File: src/rtl/bsg_noc_pkg.sv
// Shared mesh/ruche direction constants; X-ruche lanes are indexed by W and E.
package bsg_noc_pkg;

    typedef enum logic [2:0] {
        P = 3'd0,
        W = 3'd1,
        E = 3'd2,
        N = 3'd3,
        S = 3'd4
    } Dirs;

endpackage

File: src/rtl/bsg_manycore_ruche_lane_fifo.sv
// One buffered ruche lane: circular FIFO, registered outputs, no empty bypass.
module bsg_manycore_ruche_lane_fifo #(
    parameter int width_p = 64,
    parameter int els_p   = 2
) (
    input  logic               clk_i,
    input  logic               reset_n_i,
    input  logic               v_i,
    input  logic [width_p-1:0] data_i,
    output logic               ready_o,
    output logic               v_o,
    output logic [width_p-1:0] data_o,
    input  logic               ready_i
);

    localparam int PTR_W = $clog2(els_p);
    localparam int CNT_W = $clog2(els_p + 1);

    logic [width_p-1:0] mem_q [els_p];
    logic [PTR_W-1:0]   wr_q, wr_d, rd_q, rd_d;
    logic [CNT_W-1:0]   cnt_q, cnt_d;
    logic               live_q;
    logic               enq, deq;

    // live_q keeps ready low through reset and for the first edge after release
    assign ready_o = live_q & (cnt_q < CNT_W'(els_p));
    assign v_o     = (cnt_q != '0);
    assign data_o  = mem_q[rd_q];
    assign enq     = v_i & ready_o;
    assign deq     = v_o & ready_i;

    always_comb begin
        wr_d  = wr_q;
        rd_d  = rd_q;
        cnt_d = cnt_q;
        if (enq) wr_d = wr_q + PTR_W'(1);
        if (deq) rd_d = rd_q + PTR_W'(1);
        if (enq && !deq)      cnt_d = cnt_q + CNT_W'(1);
        else if (!enq && deq) cnt_d = cnt_q - CNT_W'(1);
    end

    always_ff @(posedge clk_i or negedge reset_n_i) begin
        if (!reset_n_i) begin
            wr_q   <= '0;
            rd_q   <= '0;
            cnt_q  <= '0;
            live_q <= 1'b0;
        end else begin
            wr_q   <= wr_d;
            rd_q   <= rd_d;
            cnt_q  <= cnt_d;
            live_q <= 1'b1;
        end
    end

    // Storage carries no reset; occupancy alone decides what is valid.
    always_ff @(posedge clk_i) begin
        if (enq) mem_q[wr_q] <= data_i;
    end

endmodule

File: src/rtl/bsg_manycore_ruche_x_feedthrough_buffer.sv
// X-direction ruche feedthrough: W input feeds E output and vice versa, per
// channel either buffered by a lane FIFO or a plain wire, with stall counters.
module bsg_manycore_ruche_x_feedthrough_buffer
    import bsg_noc_pkg::*;
#(
    parameter int                          ruche_factor_X_p  = 3,
    parameter int                          width_p           = 64,
    parameter int                          els_p             = 2,
    parameter logic [ruche_factor_X_p-1:0] buffer_mask_p     = '1,
    parameter int                          stall_cnt_width_p = 16
) (
    input  logic                                                      clk_i,
    input  logic                                                      reset_n_i,
    input  logic [ruche_factor_X_p-1:0][E:W]                          v_i,
    input  logic [ruche_factor_X_p-1:0][E:W][width_p-1:0]             data_i,
    output logic [ruche_factor_X_p-1:0][E:W]                          ready_o,
    output logic [ruche_factor_X_p-1:0][E:W]                          v_o,
    output logic [ruche_factor_X_p-1:0][E:W][width_p-1:0]             data_o,
    input  logic [ruche_factor_X_p-1:0][E:W]                          ready_i,
    input  logic                                                      stall_clear_i,
    output logic [ruche_factor_X_p-1:0][E:W][stall_cnt_width_p-1:0]   stall_cnt_o
);

    for (genvar i = 0; i < ruche_factor_X_p; i++) begin : g_ch
        // d is the output side; DI is the opposite input side feeding it
        for (genvar d = int'(W); d <= int'(E); d++) begin : g_dir
            localparam int DI = (d == int'(W)) ? int'(E) : int'(W);

            if (buffer_mask_p[i]) begin : g_buf
                bsg_manycore_ruche_lane_fifo #(
                    .width_p(width_p),
                    .els_p  (els_p)
                ) fifo (
                    .clk_i    (clk_i),
                    .reset_n_i(reset_n_i),
                    .v_i      (v_i[i][DI]),
                    .data_i   (data_i[i][DI]),
                    .ready_o  (ready_o[i][DI]),
                    .v_o      (v_o[i][d]),
                    .data_o   (data_o[i][d]),
                    .ready_i  (ready_i[i][d])
                );
            end else begin : g_pass
                assign v_o[i][d]     = v_i[i][DI];
                assign data_o[i][d]  = data_i[i][DI];
                assign ready_o[i][DI] = ready_i[i][d];
            end

            logic [stall_cnt_width_p-1:0] cnt_q, cnt_d;

            // Saturating; clear has priority over a same-cycle stall.
            always_comb begin
                cnt_d = cnt_q;
                if (stall_clear_i)
                    cnt_d = '0;
                else if (v_o[i][d] && !ready_i[i][d] && !(&cnt_q))
                    cnt_d = cnt_q + stall_cnt_width_p'(1);
            end

            always_ff @(posedge clk_i or negedge reset_n_i) begin
                if (!reset_n_i) cnt_q <= '0;
                else            cnt_q <= cnt_d;
            end

            assign stall_cnt_o[i][d] = cnt_q;
        end
    end

endmodule

File: config.mk
export PLATFORM = sky130hd
export DESIGN_NAME = bsg_manycore_ruche_x_feedthrough_buffer
export DESIGN_NICKNAME = d
export VERILOG_FILES = /design/src/rtl/bsg_noc_pkg.sv /design/src/rtl/bsg_manycore_ruche_lane_fifo.sv /design/src/rtl/bsg_manycore_ruche_x_feedthrough_buffer.sv
export SDC_FILE = /design/constraint.sdc
export NUM_CORES = 1
export LEC_CHECK = 0
export ABC_CLOCK_PERIOD_IN_PS = 3700
export BUFFER_PORTS_ARGS = -buffer_cell sky130_fd_sc_hd__buf_2
export CAP_MARGIN = 20
export CORE_AREA = 2 2 350 352
export CTS_BUF_LIST = sky130_fd_sc_hd__clkbuf_16
export DETAILED_ROUTE_END_ITERATION = 6
export DIE_AREA = 0 0 352 354
export SLEW_MARGIN = 10
export SYNTH_ARGS = -nofsm -noshare
export SYNTH_HDL_FRONTEND = slang
export SYNTH_HIERARCHICAL = 1
export SYNTH_SLANG_ARGS = --single-unit
File: constraint.sdc
create_clock -name clk_i -period 3.7 [get_ports clk_i]
set_clock_uncertainty 0.1 [all_clocks]
set_input_delay 0.555 -clock clk_i [delete_from_list [all_inputs] [get_ports clk_i]]
set_output_delay 0.555 -clock clk_i [all_outputs]
set_load 0.1 [all_outputs]
# --- After elaboration in Yosys (flattened, before gate mapping) ---
# Memory sizes are Yosys's and may differ from the RTL's.
# Cells that the tools add are included.
word_totals:
  regBits: 121
  mem_bits_rw: 768
  n_memories: 6
memory_table:
  columns: ["memory", "depth", "width", "rd", "rd_clocked_by_memory_dff", "write_ports", "line_no", "text"]
  rows:
  - ["g_ch[0].g_dir[1].g_buf.fifo.mem_q", 2, 64, 1, 0, 1, "bsg_manycore_ruche_lane_fifo.sv:19", "logic [width_p-1:0] mem_q [els_p];"]
  - ["g_ch[0].g_dir[2].g_buf.fifo.mem_q", 2, 64, 1, 0, 1, "bsg_manycore_ruche_lane_fifo.sv:19", null]
  - ["g_ch[1].g_dir[1].g_buf.fifo.mem_q", 2, 64, 1, 0, 1, "bsg_manycore_ruche_lane_fifo.sv:19", null]
  - ["g_ch[1].g_dir[2].g_buf.fifo.mem_q", 2, 64, 1, 0, 1, "bsg_manycore_ruche_lane_fifo.sv:19", null]
  - ["g_ch[2].g_dir[1].g_buf.fifo.mem_q", 2, 64, 1, 0, 1, "bsg_manycore_ruche_lane_fifo.sv:19", null]
  - ["g_ch[2].g_dir[2].g_buf.fifo.mem_q", 2, 64, 1, 0, 1, "bsg_manycore_ruche_lane_fifo.sv:19", null]
op_classes:
  add_sub_neg: 30
  magnitude_cmp: 6
  muxes: 36
  bitwise_logic: 18
  reduce_logical: 72
ops:
  columns: ["operator", "count"]
  rows:
  - ["$mux W16", 12]
  - ["$add A16 B1 Y16 const B", 6]
  - ["$reduce_and A16 Y1", 6]
  - ["$reduce_bool A2 Y1", 18]
  - ["$logic_and A1 B1 Y1", 24]
  - ["$logic_not A1 Y1", 24]
  - ["$mux W2", 12]
  - ["$and A1 B1 Y1", 18]
  - ["$add A1 B1 Y1 const B", 12]
  - ["$add A2 B1 Y2 const B", 6]
  - ["$lt A2 B2 Y1 const B", 6]
  - ["$mux W1", 12]
  - ["$sub A2 B1 Y2 const B", 6]

# --- Depth between registers and ports, before layout ---
depth:
  depth_word: 7
  mapped_depth: 7

# --- Cells and area by module ---
# The synthesis kept the hierarchy.
by_module_without_submodules:
  columns: ["mod", "n_inst", "cells_each", "area_per_inst_um2", "seq_area_each_um2"]
  rows:
  - ["bsg_manycore_ruche_lane_fifo", 6, 219, 5047.3, 3968.8]
  - ["bsg_manycore_ruche_x_feedthrough_buffer", 1, 604, 5561.6, 2402.3]

# --- Worst setup path before layout ---
# OpenSTA, ideal clock, no wires.
synth_path:
  path_kind: "reg-to-reg"
  from: "register g_ch[0].g_dir[1].g_buf.fifo.cnt_q[1]"
  to: "memory g_ch[0].g_dir[1].g_buf.fifo.mem_q[0][0] (enable)"
  setup_time_ns: 0.487
  t_arrival_ns: 4.847
  required_ns: 3.113
  slack_ns: -1.734
  path_stages_with_launch: 4
  n_path_buf: 0
  synth_period_minus_slack_ns: 5.434
  path_cell_list: "dfrtp_1 -> nor2b_1 -> nand2_1 -> nor2_1"
synth_lines:
  columns: ["element", "line_no", "text"]
  rows:
  - ["start, declared", "bsg_manycore_ruche_lane_fifo.sv:21", "logic [CNT_W-1:0] cnt_q, cnt_d;"]
  - ["start signal, assigned", "bsg_manycore_ruche_lane_fifo.sv:51", "cnt_q <= cnt_d;"]
  - ["end, declared", "bsg_manycore_ruche_lane_fifo.sv:19", null]

==> impl_metrics.toml <==
[run_status]
outcome = "completed"

[timing]
totalNegativeSetupSlack_ns = 0
finalCriticalPeriod_ns = 3.15
timing.final.crit_share_pct = 85.1
grt_setup_unrepaired = "false"
max_freq_ghz = 0.318
hold_ws_ns = 0.0852
finalHoldViolCount = 0
count_of_endpoints_failing_setup_in_the_final_report = 0
timing_max_transition_violations_final = 0
transition_time_at_the_pin_with_the_least_slew_margin_ns = 0.927
slew_headroom_pct = 38.2
layout_setup_ws_ns = 0.551

[clock_network]
clock-root-buffer = "sky130_fd_sc_hd__clkbuf_16"
clock_sinks = 894
tritoncts = "built"
clock_pin_slew_on_the_worst_setup_and_hold_paths_ns = 0.06
clock_latency_ns = 0.69
post_cts_resized = 0
cts_inserted_buffers = 96
cts-root-to-sink-buffers = 3
post_cts_buffers = 0
cts.htree.levels = 3

[setup_path]
worstReg2RegEnd = "g_ch[1].g_dir[2].cnt_q[9]"
startpoint_type = "register"
ff2ff_path_depth = 5
critical_path.reg2reg.startpoint = "g_ch[1].g_dir[2].g_buf.fifo/cnt_q[1]"
slack_of_the_worst_reg_to_reg_path_ns = 1.33
crit_path_end_kind = "output port"
arrival_ns = 2.49
cp.required_ns = 3.04
critPathKind = "register to output port"
path_max_fanout = 31

[synthesis]
synth_top_area_share_pct = 64.3
postSynthNetCount = 2329
ys_dominant_reg_cell = "sky130_fd_sc_hd__edfxtp_1"
synth_area_per_cell_um2 = 18.7
ys_top_cells_by_area = "sky130_fd_sc_hd__edfxtp_1 (64%), sky130_fd_sc_hd__mux2_4 (13%), sky130_fd_sc_hd__dfrtp_1 (8.8%), sky130_fd_sc_hd__mux2_2 (3.5%), sky130_fd_sc_hd__buf_6 (1.2%)"
synthesized_cell_area_um2 = 35800
netlist_instances = 1918
post_synth_edffs = 768
synth_sequential_area_ratio_pct = 73.1
yosysTopAreaCell = "sky130_fd_sc_hd__edfxtp_1"
synth-seq-cells = 894
ys_async_sr_fraction_pct = 14.1
yosysWarningCount = 6
netlist-cell-type-count = 52

[placed_design]
place_ws_ns = 1.16
port-buffer-count = 890
dp_hpwl_um = 67800
global_placement_routability_congestion = 0.823

[job]
max-cap-violations = 0

[floorplanning]
die_h_um = 354
floorplan.die.width_um = 352
io_pins = 891
floorplan.die_area_um2 = 125000
core_region_area_um2 = 121000
initial_core_util_pct = 29.6
num_rows = 128

[layout]
finalNetCount = 3675
area.sequential_um2 = 26200
layout-drive-gt1-share_pct = 45.2
area_delta_synth_final_pct = 37.2
multi_input_area_um2 = 9070
fillerInstances = 11000

[drt]
drt_first_iter_violations = 1390
totalWireLength_um = 96300
antenna_violating_nets_post_route = 0
first_pass_iters = 5
wire_per_inst_um = 19.4
route.detailed.vias_per_inst = 4.41
route.vias.total = 21900
detail_route.drc_violations = 0

[power]
vdd_drop_max_mv = 0.667
power.density_cell_area_nw_per_um2 = 826
p_leak_nw = 19.7

[min_path]
holdPathStages = 3
hold_path.class = "input pin to register"
hold_end = "g_ch[2].g_dir[2].g_buf.fifo/rd_q"
worstHoldStart = "ready_i[5]"

[global_routing]
globalRouteOverflowTotal = 0
grt_start_max_net_pins = 68
grt_pass1_vias = 23000
antenna_found_initial = 7
grt_first_pass_wirelength_um = 142000
groute.usage.overall_pct = 14.9
==> cells in the mapped netlist, types with 13 or more instances <==
library cell / count
sky130_fd_sc_hd__mux2_2: 110
sky130_fd_sc_hd__clkbuf_1: 22
sky130_fd_sc_hd__a21oi_1: 55
sky130_fd_sc_hd__nor2b_1: 34
sky130_fd_sc_hd__nor2_1: 54
sky130_fd_sc_hd__o31ai_1: 25
sky130_fd_sc_hd__mux2_4: 300
sky130_fd_sc_hd__nor3_1: 13
sky130_fd_sc_hd__edfxtp_1: 768
sky130_fd_sc_hd__nand3_1: 24
sky130_fd_sc_hd__and3_1: 13
sky130_fd_sc_hd__xor2_1: 14
sky130_fd_sc_hd__xnor2_1: 18
sky130_fd_sc_hd__or4_1: 24
sky130_fd_sc_hd__or3_1: 17
sky130_fd_sc_hd__buf_6: 38
sky130_fd_sc_hd__dfrtp_1: 126
sky130_fd_sc_hd__o21ai_0: 15
sky130_fd_sc_hd__inv_1: 23
sky130_fd_sc_hd__nand4_1: 30
sky130_fd_sc_hd__nand2_1: 60
==> through the flow <==
stage	util (%)	cell area [um^2]	total power (W)	std cells
6_report	40.7	49200	0.0407	4967
5_1_grt	40.7	49200	0.0419	4967
4_1_cts	40.7	49200	0.0411	4963
3_5_place_dp	35.0	42300	0.0314	4405
3_3_place_gp	35.0	42300	0.0314	4405
2_1_floorplan	-	35900	0.0290	1918
==> repair_timing <==
action                                  in CTS  in global routing
endpoints found under the hold margin      811                  0
endpoints found under the setup margin       0                  0
hold buffers                               385                  0
==> cells in the final DEF (no fill, tap or decap), drive strengths merged, types with 6 or more instances in the layout <==
| cell type | Yosys | routed |
|---|---|---|
| nand2 | 60 | 60 |
| dfrtp | 126 | 126 |
| a21oi | 55 | 55 |
| mux2 | 410 | 410 |
| or4 | 24 | 24 |
| and4 | 11 | 11 |
| buf | 45 | 929 |
| clkbuf | 22 | 99 |
| bufinv | 0 | 6 |
| nand4 | 31 | 31 |
| or2 | 12 | 12 |
| conb | 6 | 6 |
| mux2i | 6 | 6 |
| dlygate4sd3 | 0 | 385 |
| or3 | 19 | 19 |
| clkinv | 0 | 38 |
| o31ai | 25 | 25 |
| nor2 | 54 | 54 |
| and3 | 13 | 13 |
| inv | 23 | 50 |
| o41ai | 12 | 12 |
| nor4 | 12 | 12 |
| nor3 | 13 | 13 |
| xor2 | 14 | 14 |
| o311ai | 9 | 9 |
| edfxtp | 768 | 768 |
| ha | 12 | 12 |
| nand3 | 25 | 25 |
| xnor2 | 18 | 18 |
| nor2b | 34 | 34 |
| o21ai | 15 | 15 |
==> where the power goes <==
group | leakage (nW) | switching (W) | total, W | internal [W]
Clock | 1.56 | 0.00394 | 0.00916 | 0.00522
Sequential | 8.66 | 0.000828 | 0.0130 | 0.0121
Combinational | 9.43 | 0.0142 | 0.0185 | 0.00428
==> layout make-up <==
cell class	instances	area share (%)
Clock inverter	75	1.14
Timing Repair Buffer	1315	17.8
Antenna cell	3	0.0153
Inverter	23	0.175
Multi-Input combinational cell	934	18.4
Clock buffer	98	4.98
Tap cell	1625	4.13
Sequential cell	894	53.3
==> layer usage <==
layer / track usage, % / routed length [um]
met1: 17.1 / 37500
met3: 4.82 / 7220
met2: 26.0 / 48600
met4: 5.49 / 2910
met5: 0 / 24
==> registers in the layout, indices dropped and copies added, names as in the netlist <==
register	count
g_ch.g_dir.g_buf.fifo/wr_q	6
g_ch.g_dir.g_buf.fifo/rd_q	6
g_ch.g_dir.g_buf.fifo/live_q	6
g_ch.g_dir.g_buf.fifo/mem_q	768
g_ch.g_dir.g_buf.fifo/cnt_q	12
g_ch.g_dir.cnt_q	96
==> worst max-delay path, stage by stage, from the launching register on <==
cell and delay [ns]:
sky130_fd_sc_hd__dfrtp_4 0.79, sky130_fd_sc_hd__buf_4 0.36, sky130_fd_sc_hd__mux2_2 0.36, sky130_fd_sc_hd__buf_2 0.29
==> logic make-up (layout without fill, tap and decap cells) <==
kind of cell    after synthesis  in the layout  synth area share, %
fa+ha+maj                    12             12                0.419
xor+xnor                     32             32                0.782
buf+inv                      90           1511                 1.76
compound gates              141            141                 2.57
flops                       894            894                 73.1
simple gates                327            327                 5.08
other cells                   6              9               0.0628
mux                         416            416                 16.2
==> worst max path at each step <==
stage,start,endpoint,slack (ns),cells after the start
final,g_ch[1].g_dir[2].g_buf.fifo/rd_q,data_o[229],0.55,3
after global routing,g_ch[1].g_dir[2].g_buf.fifo/rd_q,data_o[229],0.41,3
after CTS,g_ch[1].g_dir[2].g_buf.fifo/rd_q,data_o[229],0.43,3
after detailed placement,ready_i[3],g_ch[1].g_dir[2].cnt_q[13],1.16,5
after global placement,stall_clear_i,g_ch[2].g_dir[2].cnt_q[11],1.18,5
after floorplan,g_ch[0].g_dir[2].g_buf.fifo/cnt_q[1],g_ch[0].g_dir[2].g_buf.fifo/mem_q[1][0],0.24,2
No activity file was read; power rests on OpenSTA's default activity.
